File: src/rtl/retire_unit_if.sv
// Execute-to-retire and retire-to-memory signal bundle for retire_unit.
// slave modport is the retire stage; master is the execute/memory side.
interface retire_unit_if #(
  parameter int unsigned XLEN     = 32,
  parameter int unsigned TAG_W    = 4,
  parameter int unsigned SB_DEPTH = 4,
  parameter int unsigned REG_AW   = 5
);
  localparam int unsigned CW = $clog2(SB_DEPTH) + 1;

  logic              i_valid;
  logic              o_ready;
  logic [XLEN-1:0]   i_result0;
  logic [XLEN-1:0]   i_result1;
  logic [TAG_W-1:0]  i_tag;
  logic              i_wr_en;
  logic [REG_AW-1:0] i_rd;
  logic              i_jump;
  logic              i_write;
  logic [1:0]        i_size;

  logic              o_reg_wr_en;
  logic [REG_AW-1:0] o_rd;
  logic [XLEN-1:0]   o_wr_data;
  logic              o_jump;
  logic [XLEN-1:0]   o_new_pc;

  logic              o_mem_valid;
  logic              i_mem_ready;
  logic [XLEN-1:0]   o_mem_addr;
  logic [XLEN-1:0]   o_mem_data;
  logic [1:0]        o_mem_size;
  logic              o_sb_empty;
  logic [CW-1:0]     o_sb_count;

  modport slave (
    input  i_valid, i_result0, i_result1, i_tag, i_wr_en, i_rd, i_jump, i_write, i_size,
    input  i_mem_ready,
    output o_ready, o_reg_wr_en, o_rd, o_wr_data, o_jump, o_new_pc,
    output o_mem_valid, o_mem_addr, o_mem_data, o_mem_size, o_sb_empty, o_sb_count
  );

  modport master (
    output i_valid, i_result0, i_result1, i_tag, i_wr_en, i_rd, i_jump, i_write, i_size,
    output i_mem_ready,
    input  o_ready, o_reg_wr_en, o_rd, o_wr_data, o_jump, o_new_pc,
    input  o_mem_valid, o_mem_addr, o_mem_data, o_mem_size, o_sb_empty, o_sb_count
  );
endinterface

File: src/rtl/retire_unit.sv
// Commit stage: epoch tag check, register writeback, PC redirect and a store buffer
// drained to memory. Define RETIRE_PERF_CNT_EN to add retired/killed/stall counters.
module retire_unit #(
  parameter int unsigned XLEN     = 32,
  parameter int unsigned TAG_W    = 4,
  parameter int unsigned SB_DEPTH = 4,
  parameter int unsigned REG_AW   = 5
) (
  input  logic         i_clk,
  input  logic         i_rstn,
  retire_unit_if.slave bus
`ifdef RETIRE_PERF_CNT_EN
  ,
  output logic [31:0]  o_retired_cnt,
  output logic [31:0]  o_killed_cnt,
  output logic [31:0]  o_sb_stall_cnt
`endif
);
  localparam int unsigned PW = $clog2(SB_DEPTH);
  localparam int unsigned CW = PW + 1;

  typedef struct packed {
    logic [XLEN-1:0] addr;
    logic [XLEN-1:0] data;
    logic [1:0]      size;
  } sb_entry_t;

  sb_entry_t         sb_mem [SB_DEPTH];
  sb_entry_t         new_entry, head_d, head_q;
  logic [PW-1:0]     wr_ptr_q, wr_ptr_d, rd_ptr_q, rd_ptr_d;
  logic [CW-1:0]     count_q, count_d;
  logic [TAG_W-1:0]  tag_q, tag_d;
  logic              ready_q, mem_valid_q, empty_q;
  logic              reg_wr_en_q, jump_q;
  logic [REG_AW-1:0] rd_q;
  logic [XLEN-1:0]   wr_data_q, new_pc_q;
  logic              fire, killed, commit, push, pop;

  always_comb begin
    fire      = bus.i_valid & ready_q;
    killed    = (bus.i_tag != tag_q);
    commit    = fire & ~killed;
    push      = commit & bus.i_write;
    pop       = mem_valid_q & bus.i_mem_ready;
    new_entry = '{addr: bus.i_result1, data: bus.i_result0, size: bus.i_size};

    wr_ptr_d = wr_ptr_q;
    rd_ptr_d = rd_ptr_q;
    count_d  = count_q;
    if (push) wr_ptr_d = wr_ptr_q + PW'(1);
    if (pop)  rd_ptr_d = rd_ptr_q + PW'(1);
    if (push && !pop)      count_d = count_q + CW'(1);
    else if (!push && pop) count_d = count_q - CW'(1);

    // Head is registered, so bypass the entry being written when it becomes the head.
    head_d = '0;
    if (count_d != '0) begin
      if (push && (wr_ptr_q == rd_ptr_d)) head_d = new_entry;
      else                                head_d = sb_mem[rd_ptr_d];
    end

    tag_d = tag_q;
    if (commit && bus.i_jump) tag_d = tag_q + TAG_W'(1);
  end

  always_ff @(posedge i_clk) begin
    if (push) sb_mem[wr_ptr_q] <= new_entry;
  end

  always_ff @(posedge i_clk or negedge i_rstn) begin
    if (!i_rstn) begin
      wr_ptr_q    <= '0;
      rd_ptr_q    <= '0;
      count_q     <= '0;
      tag_q       <= '0;
      head_q      <= '0;
      ready_q     <= 1'b1;
      mem_valid_q <= 1'b0;
      empty_q     <= 1'b1;
      reg_wr_en_q <= 1'b0;
      rd_q        <= '0;
      wr_data_q   <= '0;
      jump_q      <= 1'b0;
      new_pc_q    <= '0;
    end else begin
      wr_ptr_q    <= wr_ptr_d;
      rd_ptr_q    <= rd_ptr_d;
      count_q     <= count_d;
      tag_q       <= tag_d;
      head_q      <= head_d;
      ready_q     <= (count_d != CW'(SB_DEPTH));
      mem_valid_q <= (count_d != '0);
      empty_q     <= (count_d == '0);
      reg_wr_en_q <= commit & bus.i_wr_en;
      jump_q      <= commit & bus.i_jump;
      if (commit && bus.i_wr_en) begin
        rd_q      <= bus.i_rd;
        wr_data_q <= bus.i_result0;
      end
      if (commit && bus.i_jump) new_pc_q <= bus.i_result1;
    end
  end

  assign bus.o_ready     = ready_q;
  assign bus.o_reg_wr_en = reg_wr_en_q;
  assign bus.o_rd        = rd_q;
  assign bus.o_wr_data   = wr_data_q;
  assign bus.o_jump      = jump_q;
  assign bus.o_new_pc    = new_pc_q;
  assign bus.o_mem_valid = mem_valid_q;
  assign bus.o_mem_addr  = head_q.addr;
  assign bus.o_mem_data  = head_q.data;
  assign bus.o_mem_size  = head_q.size;
  assign bus.o_sb_empty  = empty_q;
  assign bus.o_sb_count  = count_q;

`ifdef RETIRE_PERF_CNT_EN
  logic [31:0] retired_cnt_q, killed_cnt_q, stall_cnt_q;

  always_ff @(posedge i_clk or negedge i_rstn) begin
    if (!i_rstn) begin
      retired_cnt_q <= '0;
      killed_cnt_q  <= '0;
      stall_cnt_q   <= '0;
    end else begin
      if (commit)                   retired_cnt_q <= retired_cnt_q + 32'd1;
      if (fire && killed)           killed_cnt_q  <= killed_cnt_q + 32'd1;
      if (bus.i_valid && !ready_q)  stall_cnt_q   <= stall_cnt_q + 32'd1;
    end
  end

  assign o_retired_cnt  = retired_cnt_q;
  assign o_killed_cnt   = killed_cnt_q;
  assign o_sb_stall_cnt = stall_cnt_q;
`endif

  // A store that also redirects has no defined commit order.
  illegal_store_jump: assert property (@(posedge i_clk) disable iff (!i_rstn)
    !(fire && !killed && bus.i_write && bus.i_jump));

endmodule

File: src/flat_wrapper.sv
// flat-port wrapper written by rule: the top's interface ports become plain ports
module retire_unit_flat 
#(
  parameter int unsigned XLEN     = 32,
  parameter int unsigned TAG_W    = 4,
  parameter int unsigned SB_DEPTH = 4,
  parameter int unsigned REG_AW   = 5
)
  (i_clk, i_rstn, bus_i_valid, bus_i_result0, bus_i_result1, bus_i_tag, bus_i_wr_en, bus_i_rd, bus_i_jump, bus_i_write, bus_i_size, bus_i_mem_ready, bus_o_ready, bus_o_reg_wr_en, bus_o_rd, bus_o_wr_data, bus_o_jump, bus_o_new_pc, bus_o_mem_valid, bus_o_mem_addr, bus_o_mem_data, bus_o_mem_size, bus_o_sb_empty, bus_o_sb_count);
  retire_unit_if #(.XLEN(XLEN), .TAG_W(TAG_W), .SB_DEPTH(SB_DEPTH), .REG_AW(REG_AW)) bus_i ();
  input  logic i_clk;
  input  logic i_rstn;
  input wire logic [$bits(bus_i.i_valid)-1:0] bus_i_valid;
  input wire logic [$bits(bus_i.i_result0)-1:0] bus_i_result0;
  input wire logic [$bits(bus_i.i_result1)-1:0] bus_i_result1;
  input wire logic [$bits(bus_i.i_tag)-1:0] bus_i_tag;
  input wire logic [$bits(bus_i.i_wr_en)-1:0] bus_i_wr_en;
  input wire logic [$bits(bus_i.i_rd)-1:0] bus_i_rd;
  input wire logic [$bits(bus_i.i_jump)-1:0] bus_i_jump;
  input wire logic [$bits(bus_i.i_write)-1:0] bus_i_write;
  input wire logic [$bits(bus_i.i_size)-1:0] bus_i_size;
  input wire logic [$bits(bus_i.i_mem_ready)-1:0] bus_i_mem_ready;
  output wire logic [$bits(bus_i.o_ready)-1:0] bus_o_ready;
  output wire logic [$bits(bus_i.o_reg_wr_en)-1:0] bus_o_reg_wr_en;
  output wire logic [$bits(bus_i.o_rd)-1:0] bus_o_rd;
  output wire logic [$bits(bus_i.o_wr_data)-1:0] bus_o_wr_data;
  output wire logic [$bits(bus_i.o_jump)-1:0] bus_o_jump;
  output wire logic [$bits(bus_i.o_new_pc)-1:0] bus_o_new_pc;
  output wire logic [$bits(bus_i.o_mem_valid)-1:0] bus_o_mem_valid;
  output wire logic [$bits(bus_i.o_mem_addr)-1:0] bus_o_mem_addr;
  output wire logic [$bits(bus_i.o_mem_data)-1:0] bus_o_mem_data;
  output wire logic [$bits(bus_i.o_mem_size)-1:0] bus_o_mem_size;
  output wire logic [$bits(bus_i.o_sb_empty)-1:0] bus_o_sb_empty;
  output wire logic [$bits(bus_i.o_sb_count)-1:0] bus_o_sb_count;
  assign bus_i.i_valid = bus_i_valid;
  assign bus_i.i_result0 = bus_i_result0;
  assign bus_i.i_result1 = bus_i_result1;
  assign bus_i.i_tag = bus_i_tag;
  assign bus_i.i_wr_en = bus_i_wr_en;
  assign bus_i.i_rd = bus_i_rd;
  assign bus_i.i_jump = bus_i_jump;
  assign bus_i.i_write = bus_i_write;
  assign bus_i.i_size = bus_i_size;
  assign bus_i.i_mem_ready = bus_i_mem_ready;
  assign bus_o_ready = bus_i.o_ready;
  assign bus_o_reg_wr_en = bus_i.o_reg_wr_en;
  assign bus_o_rd = bus_i.o_rd;
  assign bus_o_wr_data = bus_i.o_wr_data;
  assign bus_o_jump = bus_i.o_jump;
  assign bus_o_new_pc = bus_i.o_new_pc;
  assign bus_o_mem_valid = bus_i.o_mem_valid;
  assign bus_o_mem_addr = bus_i.o_mem_addr;
  assign bus_o_mem_data = bus_i.o_mem_data;
  assign bus_o_mem_size = bus_i.o_mem_size;
  assign bus_o_sb_empty = bus_i.o_sb_empty;
  assign bus_o_sb_count = bus_i.o_sb_count;
  retire_unit #(.XLEN(XLEN), .TAG_W(TAG_W), .SB_DEPTH(SB_DEPTH), .REG_AW(REG_AW)) u_core (.i_clk(i_clk), .i_rstn(i_rstn), .bus(bus_i));
endmodule
File: config.mk
export PLATFORM = sky130hd
export DESIGN_NAME = retire_unit_flat
export DESIGN_NICKNAME = d
export VERILOG_FILES = /design/src/rtl/retire_unit_if.sv /design/src/rtl/retire_unit.sv /design/src/flat_wrapper.sv
export SDC_FILE = /design/constraint.sdc
export NUM_CORES = 1
export LEC_CHECK = 0
export BUFFER_PORTS_ARGS = -buffer_cell sky130_fd_sc_hd__buf_2
export CAP_MARGIN = 25
export CORE_MARGIN = 2
export CORE_UTILIZATION = 35
export CTS_CLUSTER_DIAMETER = 150
export DETAILED_ROUTE_END_ITERATION = 8
export PLACE_DENSITY_LB_ADDON = 0.15
export SYNTH_ARGS = -nofsm -noshare
export SYNTH_HDL_FRONTEND = slang
export SYNTH_SLANG_ARGS = --single-unit
export TNS_END_PERCENT = 20
File: constraint.sdc
create_clock -name i_clk -period 2.7 [get_ports i_clk]
set_input_delay 0.54 -clock i_clk [delete_from_list [all_inputs] [get_ports i_clk]]
set_output_delay 0.54 -clock i_clk [all_outputs]
set_load 0.02 [all_outputs]
# Word level (Yosys, flattened, before mapping)
# Memory sizes are Yosys's and may differ from the RTL's.
# Index checks and enable logic that the tools add are counted.
[totals] regBits=151 ram_bits=264 inputBits=82 output_inout_bits=143 wordCells=47 memories=1
[memory_table] memory="u_core.sb_mem" depth=4 word_bits=66 read_ports=1 rd_ports_with_merged_regs=0 write_ports=1 line_no="retire_unit.sv:28" source="sb_entry_t sb_mem [SB_DEPTH];"
[classes] n_addsub=5 n_eq_ne=3 mux=7 bitwise_logic=7 n_reduce_logical=9
[ops] operator="two-way mux 66 bit" n=2
[ops] operator="AND 1 bit" n=6
[ops] operator="two-way mux 3 bit" n=2
[ops] operator="logical AND 1 bit" n=5
[ops] operator="adder 2 x 1 -> 2 bit, second input constant" n=2
[ops] operator="adder 4 x 1 -> 4 bit, second input constant" n=1
[ops] operator="inequality test 4 bit" n=1
[ops] operator="adder 3 x 1 -> 3 bit, second input constant" n=1
[ops] operator="logical NOT 3 bit" n=1
[ops] operator="inequality test 3 bit, second input constant" n=1
[ops] operator="nonzero test 3 bit" n=1
[ops] operator="subtractor 3 x 1 -> 3 bit, second input constant" n=1
[ops] operator="equality test 2 bit" n=1
[ops] operator="logical NOT 1 bit" n=2
[ops] operator="two-way mux 1 bit" n=2
[ops] operator="two-way mux 2 bit" n=1
[ops] operator="inverter 1 bit" n=1

# Logic depth before layout (Yosys ltp)
[logic_depth] ltp_word=10 depth_mapped=9 depth_no_buf=7

# Least setup slack after synthesis
# Ideal clock, no wire load.
[synth_timing] path_type="input to register" startpoint="input bus_i_tag[3]" endpoint="memory u_core.sb_mem[0][0] in the netlist's numbering, enable pin" setup_ps=431 t_arrival_ps=2625 t_required_ps=2269 slack_ps=-357 stages=3 path_buffers=0 cell_sequence="xnor2_1 -> and4_1 -> and3_1"
[synth_via] elab_chain_len=6
[synth_rtl] element="from (decl)" line_no="flat_wrapper.sv:16" source="input wire logic [$bits(bus_i.i_tag)-1:0] bus_i_tag;"
[synth_rtl] element="inequality test 4 bit" line_no="retire_unit.sv:41" source="killed = (bus.i_tag != tag_q);"
[synth_rtl] element="inverter 1 bit" line_no="retire_unit.sv:42" source="commit = fire & ~killed;"
[synth_rtl] element="AND 1 bit" line_no="retire_unit.sv:42"
[synth_rtl] element="AND 1 bit" line_no="retire_unit.sv:43" source="push = commit & bus.i_write;"
[synth_rtl] element="two-way mux 1 bit" line_no="retire_unit.sv:67" source="if (push) sb_mem[wr_ptr_q] <= new_entry;"
[synth_rtl] element="two-way mux 1 bit (implied by the code)" line_no="retire_unit.sv:67"
[synth_rtl] element="to (decl)" line_no="retire_unit.sv:28"
# No other way between the ends.

==> report_table.html <==
<table>
<tr><th>Metric</th><th>Value</th></tr>
<tr><th colspan="2">Synthesis</th></tr>
<tr><td>Number of register bits inferred by synthesis</td><td>415</td></tr>
<tr><td>Unique cell type count in the Yosys netlist</td><td>39</td></tr>
<tr><td>Proportion of netlist area held by the largest area contributor</td><td>50.4%</td></tr>
<tr><td>Netlist Area Pre-Place</td><td>0.0157 sq mm</td></tr>
<tr><td>Largest cells by area after synthesis</td><td>edfxtp_1, dfrtp_1, mux4_2</td></tr>
<tr><td>Post-synthesis net count</td><td>1,032</td></tr>
<tr><td>Yosys warnings</td><td>0</td></tr>
<tr><td>Post-synthesis sequential area ratio</td><td>74.4%</td></tr>
<tr><td>Post-synthesis cell count</td><td>943</td></tr>
<tr><td>Library cell with the highest instance count after synthesis</td><td>edfxtp_1</td></tr>
<tr><td>Largest area contributor in the synthesized netlist</td><td>edfxtp_1</td></tr>
<tr><td>Top flip-flop cell by instance count after synthesis</td><td>edfxtp_1</td></tr>
<tr><td>Number of synthesized flops with an enable pin</td><td>264</td></tr>
<tr><td>Proportion of register bits with asynchronous set or reset after synthesis</td><td>36.4%</td></tr>
<tr><td>Average cell area after synthesis</td><td>16.7 sq um</td></tr>
<tr><td>Post-synth top cells</td><td>edfxtp_1, nand2_1, dfrtp_1</td></tr>
<tr><th colspan="2">Global route</th></tr>
<tr><td>Overall overflow remaining after global route</td><td>0</td></tr>
<tr><td>Initial antenna violation count</td><td>1</td></tr>
<tr><td>Maximum number of pins on one net before global-route repair</td><td>57</td></tr>
<tr><td>Global router's overall resource usage</td><td>16.5%</td></tr>
<tr><td>Wire length of the first global-routing pass</td><td>57.9 mm</td></tr>
<tr><td>Number of global-route vias before repair</td><td>9,187</td></tr>
<tr><th colspan="2">Worst setup path</th></tr>
<tr><td>Worst setup path class</td><td>flop to flop</td></tr>
<tr><td>Highest fanout seen on the critical path</td><td>49</td></tr>
<tr><td>Cell mode on critical path</td><td>nand4_1</td></tr>
<tr><td>Arr. time, crit path</td><td>2.77 ns</td></tr>
<tr><td>Longest individual stage delay on the worst path</td><td>0.56 ns</td></tr>
<tr><td>Kind of start point of the critical path</td><td>flop</td></tr>
<tr><td>Cell with the largest stage delay on the worst path</td><td>dfstp_2</td></tr>
<tr><td>Critical path, cell by cell</td><td>and2_0 -&gt; nand4_1 -&gt; o21ai_0 -&gt; nand4_1 -&gt; a21oi_4 -&gt; buf_12 -&gt; a21oi_1</td></tr>
<tr><td>Req. time, crit path</td><td>3.12 ns</td></tr>
<tr><td>Critical Path End Type</td><td>flop</td></tr>
<tr><th colspan="2">Final layout</th></tr>
<tr><td>Post-Route Utilization</td><td>43.9%</td></tr>
<tr><td>Total number of nets in the final design</td><td>1,294</td></tr>
<tr><td>Layout overhead on the synthesized area</td><td>23.6%</td></tr>
<tr><td>Fill cell instance count of the final layout</td><td>4,018</td></tr>
<tr><td>Final instance count without filler cells</td><td>1,834</td></tr>
<tr><td>ANT cells</td><td>0</td></tr>
<tr><td>Share of post-route cells with drive strength above 1</td><td>37.5%</td></tr>
<tr><th colspan="2">Placed design</th></tr>
<tr><td>Count of input and output buffers</td><td>224</td></tr>
<tr><td>GP Congestion</td><td>0.729</td></tr>
<tr><td>Post-placement worst setup slack</td><td>0.128 ns</td></tr>
<tr><td>Instance count after placement with tap cells included</td><td>1,748</td></tr>
<tr><td>Total half-perimeter wirelength after legalization and detailed placement</td><td>22.7 mm</td></tr>
<tr><th colspan="2">Run</th></tr>
<tr><td>Number of maximum-capacitance constraint violations</td><td>0</td></tr>
<tr><th colspan="2">Pwr</th></tr>
<tr><td>Areal power density over the cells</td><td>1160 mW/mm^2</td></tr>
<tr><td>Maximum VDD drop</td><td>0.817 mV</td></tr>
<tr><td>Total design power</td><td>22.5 mW</td></tr>
<tr><td>Lkg Pwr</td><td>7.77 nW</td></tr>
<tr><th colspan="2">Routing</th></tr>
<tr><td>Vias post-DR</td><td>8,729</td></tr>
<tr><td>Post-detailed-route via-to-cell ratio</td><td>4.76</td></tr>
<tr><td>Residual DRC</td><td>0</td></tr>
<tr><td>Remaining number of nets flagged by the antenna check after routing</td><td>0</td></tr>
<tr><td>Length of the first detailed-routing pass in iterations</td><td>4</td></tr>
<tr><td>Aggregate routed wire length</td><td>37.7 mm</td></tr>
<tr><td>DR WL/cell</td><td>20.6 microns</td></tr>
<tr><td>DRT iter0 DRCs</td><td>441</td></tr>
<tr><th colspan="2">Timing</th></tr>
<tr><td>Worst-margin pin slew</td><td>0.671 ns</td></tr>
<tr><td>Crit path setup slack, layout</td><td>0.345 ns</td></tr>
<tr><td>Final setup violation count</td><td>0</td></tr>
<tr><td>Worst clock skew</td><td>0.0203 ns</td></tr>
<tr><td>Highest achievable clock rate</td><td>0.425 GHz</td></tr>
<tr><td>Number of max-slew violations in the final report</td><td>0</td></tr>
<tr><td>Setup repair after global routing missed its margin</td><td>no</td></tr>
<tr><td>Post-route minimum period</td><td>2.36 ns</td></tr>
<tr><td>Slew HR</td><td>55.2%</td></tr>
<tr><td>Post-Route Hold Slack</td><td>0.210 ns</td></tr>
<tr><td>Portion of the clock cycle consumed by the worst path in the final layout</td><td>87.2%</td></tr>
<tr><td>Hold violation count in the final report</td><td>0</td></tr>
<tr><th colspan="2">Clocking</th></tr>
<tr><td>Clock insertion delay at the later pin of the skew report</td><td>0.56 ns</td></tr>
<tr><td>Depth of the CTS H-tree</td><td>2</td></tr>
<tr><td>Clock tree from TritonCTS</td><td>built</td></tr>
<tr><td>Number of CTS-inserted buffers</td><td>46</td></tr>
<tr><td>Root Driver</td><td>clkbuf_16</td></tr>
<tr><td>Post-CTS Setup Repair Bufs</td><td>0</td></tr>
<tr><td>Post-cts gate resize count</td><td>0</td></tr>
<tr><td>Clock edge transition at the registers on the reported setup and hold paths</td><td>0.06 ns</td></tr>
<tr><td>CTS sink cnt</td><td>415</td></tr>
<tr><td>Clk buf depth</td><td>3</td></tr>
<tr><th colspan="2">Floorplan</th></tr>
<tr><td>Die H</td><td>216 microns</td></tr>
<tr><td># rows</td><td>77</td></tr>
<tr><td>Die span in x</td><td>216 microns</td></tr>
<tr><td>Area of the core</td><td>0.0443 sq mm</td></tr>
<tr><td>Number of ports placed on the die boundary</td><td>225</td></tr>
<tr><td>Area of the die</td><td>0.0467 sq mm</td></tr>
<tr><td>Starting Density</td><td>35.5%</td></tr>
<tr><th colspan="2">Run status</th></tr>
<tr><td>Outcome</td><td>finished clean</td></tr>
<tr><th colspan="2">Worst hold path</th></tr>
<tr><td>Worst min path class</td><td>primary input to flop</td></tr>
</table>
layer usage:
layer / GRT usage (%) / wire [microns] / vias to the layer above
met5: 0 / 13 / -
li1: - / - / 3974
met3: 3.31 / 1870 / 53
met1: 22.3 / 16800 / 4503
met2: 27.0 / 18300 / 197
met4: 4.91 / 780 / 2
cells by family (layout without fill, tap and decap cells):
kind of cell	count (synthesis)	after routing	share of synthesized area, %
AND/OR/NAND/NOR	269	269	6.91
flip-flops	415	415	74.4
multiplexers	105	105	12.2
AO/OA/AOI/OAI	77	77	3.09
adder cells (fa/ha/maj)	7	7	0.557
buffers and inverters	58	357	2.08
XOR/XNOR	12	12	0.716
area by class of cell:
| type | count | area, sq um | share of cell area (%) |
|---|---|---|---|
| flip-flops and latches | 415 | 11700 | 60.2 |
| multi-input cells | 470 | 3770 | 19.4 |
| repair buffers | 261 | 1720 | 8.85 |
| inverters | 11 | 41.3 | 0.212 |
| well taps | 592 | 741 | 3.81 |
| clock inverters | 15 | 126 | 0.650 |
| clock buffers | 70 | 1330 | 6.85 |
registers in the layout (all words and copies together), names as in the netlist:
signal and flops:
u_core.bus.o_jump 1, u_core.bus.o_mem_addr 32, u_core.bus.o_mem_data 32, u_core.bus.o_mem_size 2, u_core.bus.o_mem_valid 1, u_core.bus.o_new_pc 32
u_core.bus.o_rd 5, u_core.bus.o_ready 1, u_core.bus.o_reg_wr_en 1, u_core.bus.o_sb_count 3, u_core.bus.o_sb_empty 1, u_core.bus.o_wr_data 32
u_core.rd_ptr_q 2, u_core.sb_mem 264, u_core.tag_q 4, u_core.wr_ptr_q 2
worst paths after layout:
path	slack (ns)	to	cells past startpoint	start
max	0.34	u_core.bus.o_mem_data[7]	7	u_core.bus.o_ready
min	0.21	u_core.bus.o_rd[0]	2	bus_i_rd[0]
max reg2reg	0.34	u_core.bus.o_mem_data[7]	7	u_core.bus.o_ready
min reg2reg	0.47	u_core.bus.o_new_pc[5]	2	u_core.bus.o_new_pc[5]
max in group asynchronous	1.40	u_core.bus.o_ready	3	i_rstn
min in group asynchronous	0.52	u_core.bus.o_wr_data[15]	2	i_rstn
stage by stage:
| stage | area, sq um | setup TNS, ns |
|---|---|---|
| after floorplan | 15700 | -70.60 |
| after global placement | 18000 | 0 |
| after detailed placement | 18000 | 0 |
| after CTS | 19400 | 0 |
| after global routing | 19400 | 0 |
| final | 19400 | 0 |
cell usage in the layout (no fill, tap or decap), types with 2 or more instances in the layout:
cell / synthesis / final
a21oi_1: 48 / 48
a21oi_2: 20 / 19
and2_1: 2 / 2
and3_1: 7 / 3
and3_4: 0 / 4
buf_12: 0 / 25
buf_2: 15 / 223
buf_4: 10 / 11
bufinv_16: 0 / 2
clkbuf_1: 9 / 16
clkbuf_16: 0 / 47
clkbuf_8: 0 / 7
clkinv_1: 0 / 4
clkinv_2: 0 / 7
dfrtp_1: 149 / 149
dfstp_2: 2 / 2
edfxtp_1: 264 / 264
ha_1: 7 / 7
inv_1: 10 / 10
mux2_2: 38 / 38
mux4_2: 66 / 66
nand2_1: 240 / 238
nand2_2: 0 / 2
nand2b_1: 3 / 2
nand3_1: 6 / 6
nand4_1: 3 / 3
o21ai_0: 4 / 4
xnor2_1: 8 / 8
xor2_1: 3 / 2
power by group:
group	switching [mW]	total, mW	leakage, nW	internal [mW]
registers	0.543	8.51	4.25	7.97
logic	4.42	7.97	2.81	3.55
clock network	2.44	6.02	0.715	3.59
total	7.40	22.5	7.77	15.1
worst max-delay path: cells and delay by family (launching register included):
| kind | cells | cell delay (ns) |
|---|---|---|
| compound gates | 3 | 0.64 |
| buf+inv | 1 | 0.33 |
| flops | 1 | 0.56 |
| simple gates | 3 | 0.65 |
what timing repair did:
item | in CTS | in global routing
hold endpoints to repair | 32 | 0
hold buffers | 1 | 0
endpoints found under the setup margin | 0 | 0
Power figures use the tool's default switching activity.
